$ cat src/rtl/lit_pkg.sv
// lit_pkg: shared word width, checker state type and expected literal table
package lit_pkg;
  localparam int WORD_W = 32;
  typedef enum logic [1:0] {IDLE = 2'd0, RUN = 2'd1, DONE = 2'd2} state_t;
  localparam logic [WORD_W-1:0] EXP_TABLE [8] = '{
    32'hDEAD_BEEF, 32'hDEAD_BEEF, 32'hDEAD_BEEF, 32'hA50F_C33C,
    32'h0000_00FF, 32'h0000_00FF, 32'h0000_00FF, 32'h0000_0001
  };
endpackage

$ cat src/rtl/lit_sig_step.sv
// lit_sig_step: one rotate-left-by-one then xor step of the running signature
module lit_sig_step
  import lit_pkg::*;
(
  input  logic [WORD_W-1:0] sig,
  input  logic [WORD_W-1:0] word,
  output logic [WORD_W-1:0] nxt
);
  assign nxt = {sig[WORD_W-2:0], sig[WORD_W-1]} ^ word;
endmodule

$ cat config.mk
export PLATFORM = sky130hd
export DESIGN_NAME = lit_sig_step
export DESIGN_NICKNAME = d
export VERILOG_FILES = /design/src/rtl/lit_pkg.sv /design/src/rtl/lit_sig_step.sv
export SDC_FILE = /design/constraint.sdc
export NUM_CORES = 1
export LEC_CHECK = 0
export CAP_MARGIN = 20
export CORE_ASPECT_RATIO = 0.8
export CORE_MARGIN = 2
export CORE_UTILIZATION = 13
export DETAILED_ROUTE_END_ITERATION = 8
export PLACE_DENSITY = 0.83
export SYNTH_ARGS = -nofsm -noshare
export SYNTH_HDL_FRONTEND = slang
export SYNTH_SLANG_ARGS = --single-unit
$ cat constraint.sdc
create_clock -name vclk -period 0.8
set_clock_uncertainty 0.15 [all_clocks]
set_input_delay 0.12 -clock vclk [all_inputs]
set_output_delay 0.12 -clock vclk [all_outputs]
set_load 0.01 [all_outputs]
==> flow_results.xml <==
<?xml version="1.0" encoding="UTF-8"?>
<metrics>
  <group name="grt">
    <metric name="antenna_found_initial" unit="">0</metric>
    <metric name="first_global_vias" unit="">567</metric>
    <metric name="largest_net_degree_at_the_start_of_global_routing" unit="">2</metric>
    <metric name="global_route.usage.total" unit="%">13.6</metric>
    <metric name="grt_pass1_wl" unit="mm">2.77</metric>
    <metric name="final_global_route_overflow_total" unit="">0</metric>
  </group>
  <group name="setup_path">
    <metric name="cp_num_buf_inv" unit="">2</metric>
    <metric name="critical-path-max-stage-delay" unit="ns">0.16</metric>
    <metric name="critPathTopFamily" unit="">buffers and inverters</metric>
    <metric name="cp-end-kind" unit="">output pin</metric>
    <metric name="worst_ep_required_time" unit="ns">0.53</metric>
    <metric name="critical_path_cell_sequence" unit="">buf_6 -&gt; xor2_1 -&gt; buf_2</metric>
    <metric name="timing.critical_path.arrival" unit="ns">0.53</metric>
    <metric name="timing.critical_path.fanout_max" unit="">1</metric>
    <metric name="worstSetupStartpointType" unit="">input pin</metric>
    <metric name="timing.setup.critical_path_class" unit="">in -&gt; out</metric>
    <metric name="crit_path_top_delay_cell" unit="">xor2_1</metric>
  </group>
  <group name="power">
    <metric name="fin_total_pwr" unit="mW">0.637</metric>
    <metric name="part_of_the_power_in_registers" unit="%">0</metric>
    <metric name="total_switching_power" unit="mW">0.264</metric>
    <metric name="clock_power_share" unit="%">0</metric>
    <metric name="power-per-cell-area" unit="nW/um^2">640</metric>
    <metric name="power.leakage" unit="nW">0.580</metric>
    <metric name="part_of_the_power_in_combinational_logic" unit="%">100.0</metric>
    <metric name="vdd_ir_drop_max" unit="uV">305</metric>
    <metric name="internal_power" unit="mW">0.373</metric>
    <metric name="switching_share" unit="%">41.4</metric>
  </group>
  <group name="yosys">
    <metric name="synth_area_leaders" unit="">xor2_1 100%</metric>
    <metric name="compound_cell_area_share_of_the_yosys_netlist" unit="%">0</metric>
    <metric name="synthDistinctLibCells" unit="">1</metric>
    <metric name="synth_top_area_share" unit="%">100</metric>
    <metric name="synth_area_in_simple_gates" unit="%">0</metric>
    <metric name="post_synth_xor_area_fraction" unit="%">100</metric>
    <metric name="syn_area_per_cell" unit="sq um">8.76</metric>
    <metric name="synth_fa_ha_area_share" unit="%">0</metric>
    <metric name="netlist.top_cell.by_area" unit="">xor2_1</metric>
    <metric name="synth_common_cells" unit="">32 x xor2_1</metric>
    <metric name="synth_fp_nets" unit="">96</metric>
    <metric name="synth-warning-count" unit="">0</metric>
    <metric name="post_synth_mux_area_share" unit="%">0</metric>
    <metric name="synth_area" unit="sq um">280</metric>
    <metric name="synth_cells" unit="">32</metric>
    <metric name="synth-seq-area-share" unit="%">0</metric>
    <metric name="synth_top_family_by_area" unit="">XOR/XNOR gates</metric>
    <metric name="yosysMostFrequentCell" unit="">xor2_1</metric>
  </group>
  <group name="layout">
    <metric name="clkbuf_count" unit="">0</metric>
    <metric name="nets" unit="">194</metric>
    <metric name="drive_above_1_share" unit="%">77.3</metric>
    <metric name="number_of_antenna_diodes" unit="">0</metric>
    <metric name="num-fill-cells" unit="">238</metric>
    <metric name="area_growth" unit="%">255</metric>
    <metric name="sequential_cell_area" unit="sq um">0</metric>
    <metric name="seq_cells" unit="">0</metric>
    <metric name="finalNonFillerCells" unit="">153</metric>
  </group>
  <group name="sta">
    <metric name="rsz0062_at_grt" unit="">yes</metric>
    <metric name="slew_headroom" unit="%">90.2</metric>
    <metric name="layout_worst_path_cycle_share" unit="%">100</metric>
    <metric name="setup_viol" unit="">1</metric>
    <metric name="worst_pin_slew" unit="ns">0.147</metric>
    <metric name="worst_setup_slack_after_layout" unit="ns">-0.00325</metric>
    <metric name="period_needed" unit="ns">0.803</metric>
    <metric name="timing_hold_violations_final" unit="">0</metric>
    <metric name="fmax" unit="MHz">1240</metric>
    <metric name="timing_max_transition_violations_final" unit="">0</metric>
  </group>
  <group name="route">
    <metric name="drtAntennaViolNets" unit="">0</metric>
    <metric name="vias" unit="">566</metric>
    <metric name="wl_per_cell" unit="microns">12.2</metric>
    <metric name="remaining_drc_errors" unit="">0</metric>
    <metric name="detailedRoute.firstIterationViolations" unit="">1</metric>
    <metric name="postRouteWirelength" unit="mm">1.87</metric>
    <metric name="drt-pass1-iter-count" unit="">2</metric>
    <metric name="via_per_inst" unit="">3.70</metric>
  </group>
  <group name="hold_path">
    <metric name="hold_path_class" unit="">in -&gt; out</metric>
  </group>
  <group name="flow_run">
    <metric name="max_cap_viol_count" unit="">0</metric>
  </group>
  <group name="outcome">
    <metric name="run_status" unit="">complete, but fails checks</metric>
    <metric name="failed_checks" unit="">negative setup slack</metric>
  </group>
  <group name="place">
    <metric name="placement.io_buffers" unit="">96</metric>
    <metric name="detailed_place_hpwl" unit="mm">1.69</metric>
    <metric name="numPlacedInstances" unit="">153</metric>
    <metric name="globalplace.congestion" unit="">0.732</metric>
    <metric name="place_worst_setup_slack" unit="ns">-0.820</metric>
  </group>
  <group name="floorplan">
    <metric name="num_io_pins" unit="">96</metric>
    <metric name="fp.coreArea" unit="sq um">2100</metric>
    <metric name="fp.dieH" unit="microns">45.5</metric>
    <metric name="die_width" unit="microns">55.9</metric>
    <metric name="die_area" unit="sq um">2550</metric>
    <metric name="floorplan.initialDensity" unit="%">13.3</metric>
    <metric name="placementRows" unit="">15</metric>
  </group>
  <group name="clock_network">
    <metric name="hold_buffers" unit="">0</metric>
    <metric name="post_cts.repair.setup_buffers" unit="">0</metric>
  </group>
</metrics>
## power groups by stage
stage	sequential, mW	combinational (mW)	clock (mW)
after global routing	0	0.693	0
after floorplan	0	0.197	0
after global placement	0	0.862	0
final	0	0.637	0
after CTS	0	0.565	0
after detailed placement	0	0.878	0
## cell families (layout without fill, tap and decap cells)
| group | after synthesis | after routing |
|---|---|---|
| xor gates and xnor gates | 32 | 32 |
| buffers and inverters | 0 | 96 |
## repair_timing
| item | CTS | global route |
|---|---|---|
| endpoints found under the setup margin | 32 | 25 |
| resized for setup | 352 | 28 |
| gates cloned | 0 | 0 |
| pin swaps | 32 | 20 |
## metrics by stage
stage | hold WS [ns] | instance area [sq um] | TNS [ns] | utilization, %
final | 0.335 | 996 | -0.00325 | 47.4
after floorplan | 0.166 | 280 | 0 | -
after detailed placement | 1.09 | 1270 | -24.64 | 60.5
after CTS | 0.353 | 818 | -0.000674 | 38.9
after global placement | 1.08 | 1270 | -24.16 | 60.5
after global routing | 0.352 | 996 | -0.177 | 47.4
## final timing paths
| kind | cells past startpoint | end | slack [ns] | startpoint |
|---|---|---|---|---|
| hold / removal | 3 | nxt[8] | 0.34 | sig[7] |
| setup / recovery | 3 | nxt[16] | -0.003 | sig[15] |
## area by class of cell
cell class                      instances  area [sq um]  share of cell area, %
Timing Repair Buffer                   96           662                   66.5
Multi-Input combinational cell         32           303                   30.4
Tap cell                               25          31.3                   3.14
## worst min-delay path: stages
cell and delay (ns):
buf_6 0.07, xor2_1 0.04, buf_2 0.13
## layer usage
metal / part of all wire (%) / track usage, % / vias to the layer above
met3: 3.6 / 1.70 / 0
li1: - / - / 285
met5: 0 / 0 / -
met1: 30 / 15.1 / 268
met2: 67 / 29.8 / 13
met4: 0 / 0 / 0
## cell usage in the layout, fill, tap and decap left out
cell type,count
xor2_1,29
xor2_2,3
buf_6,29
buf_2,67
(Power assumes the default switching activity.)
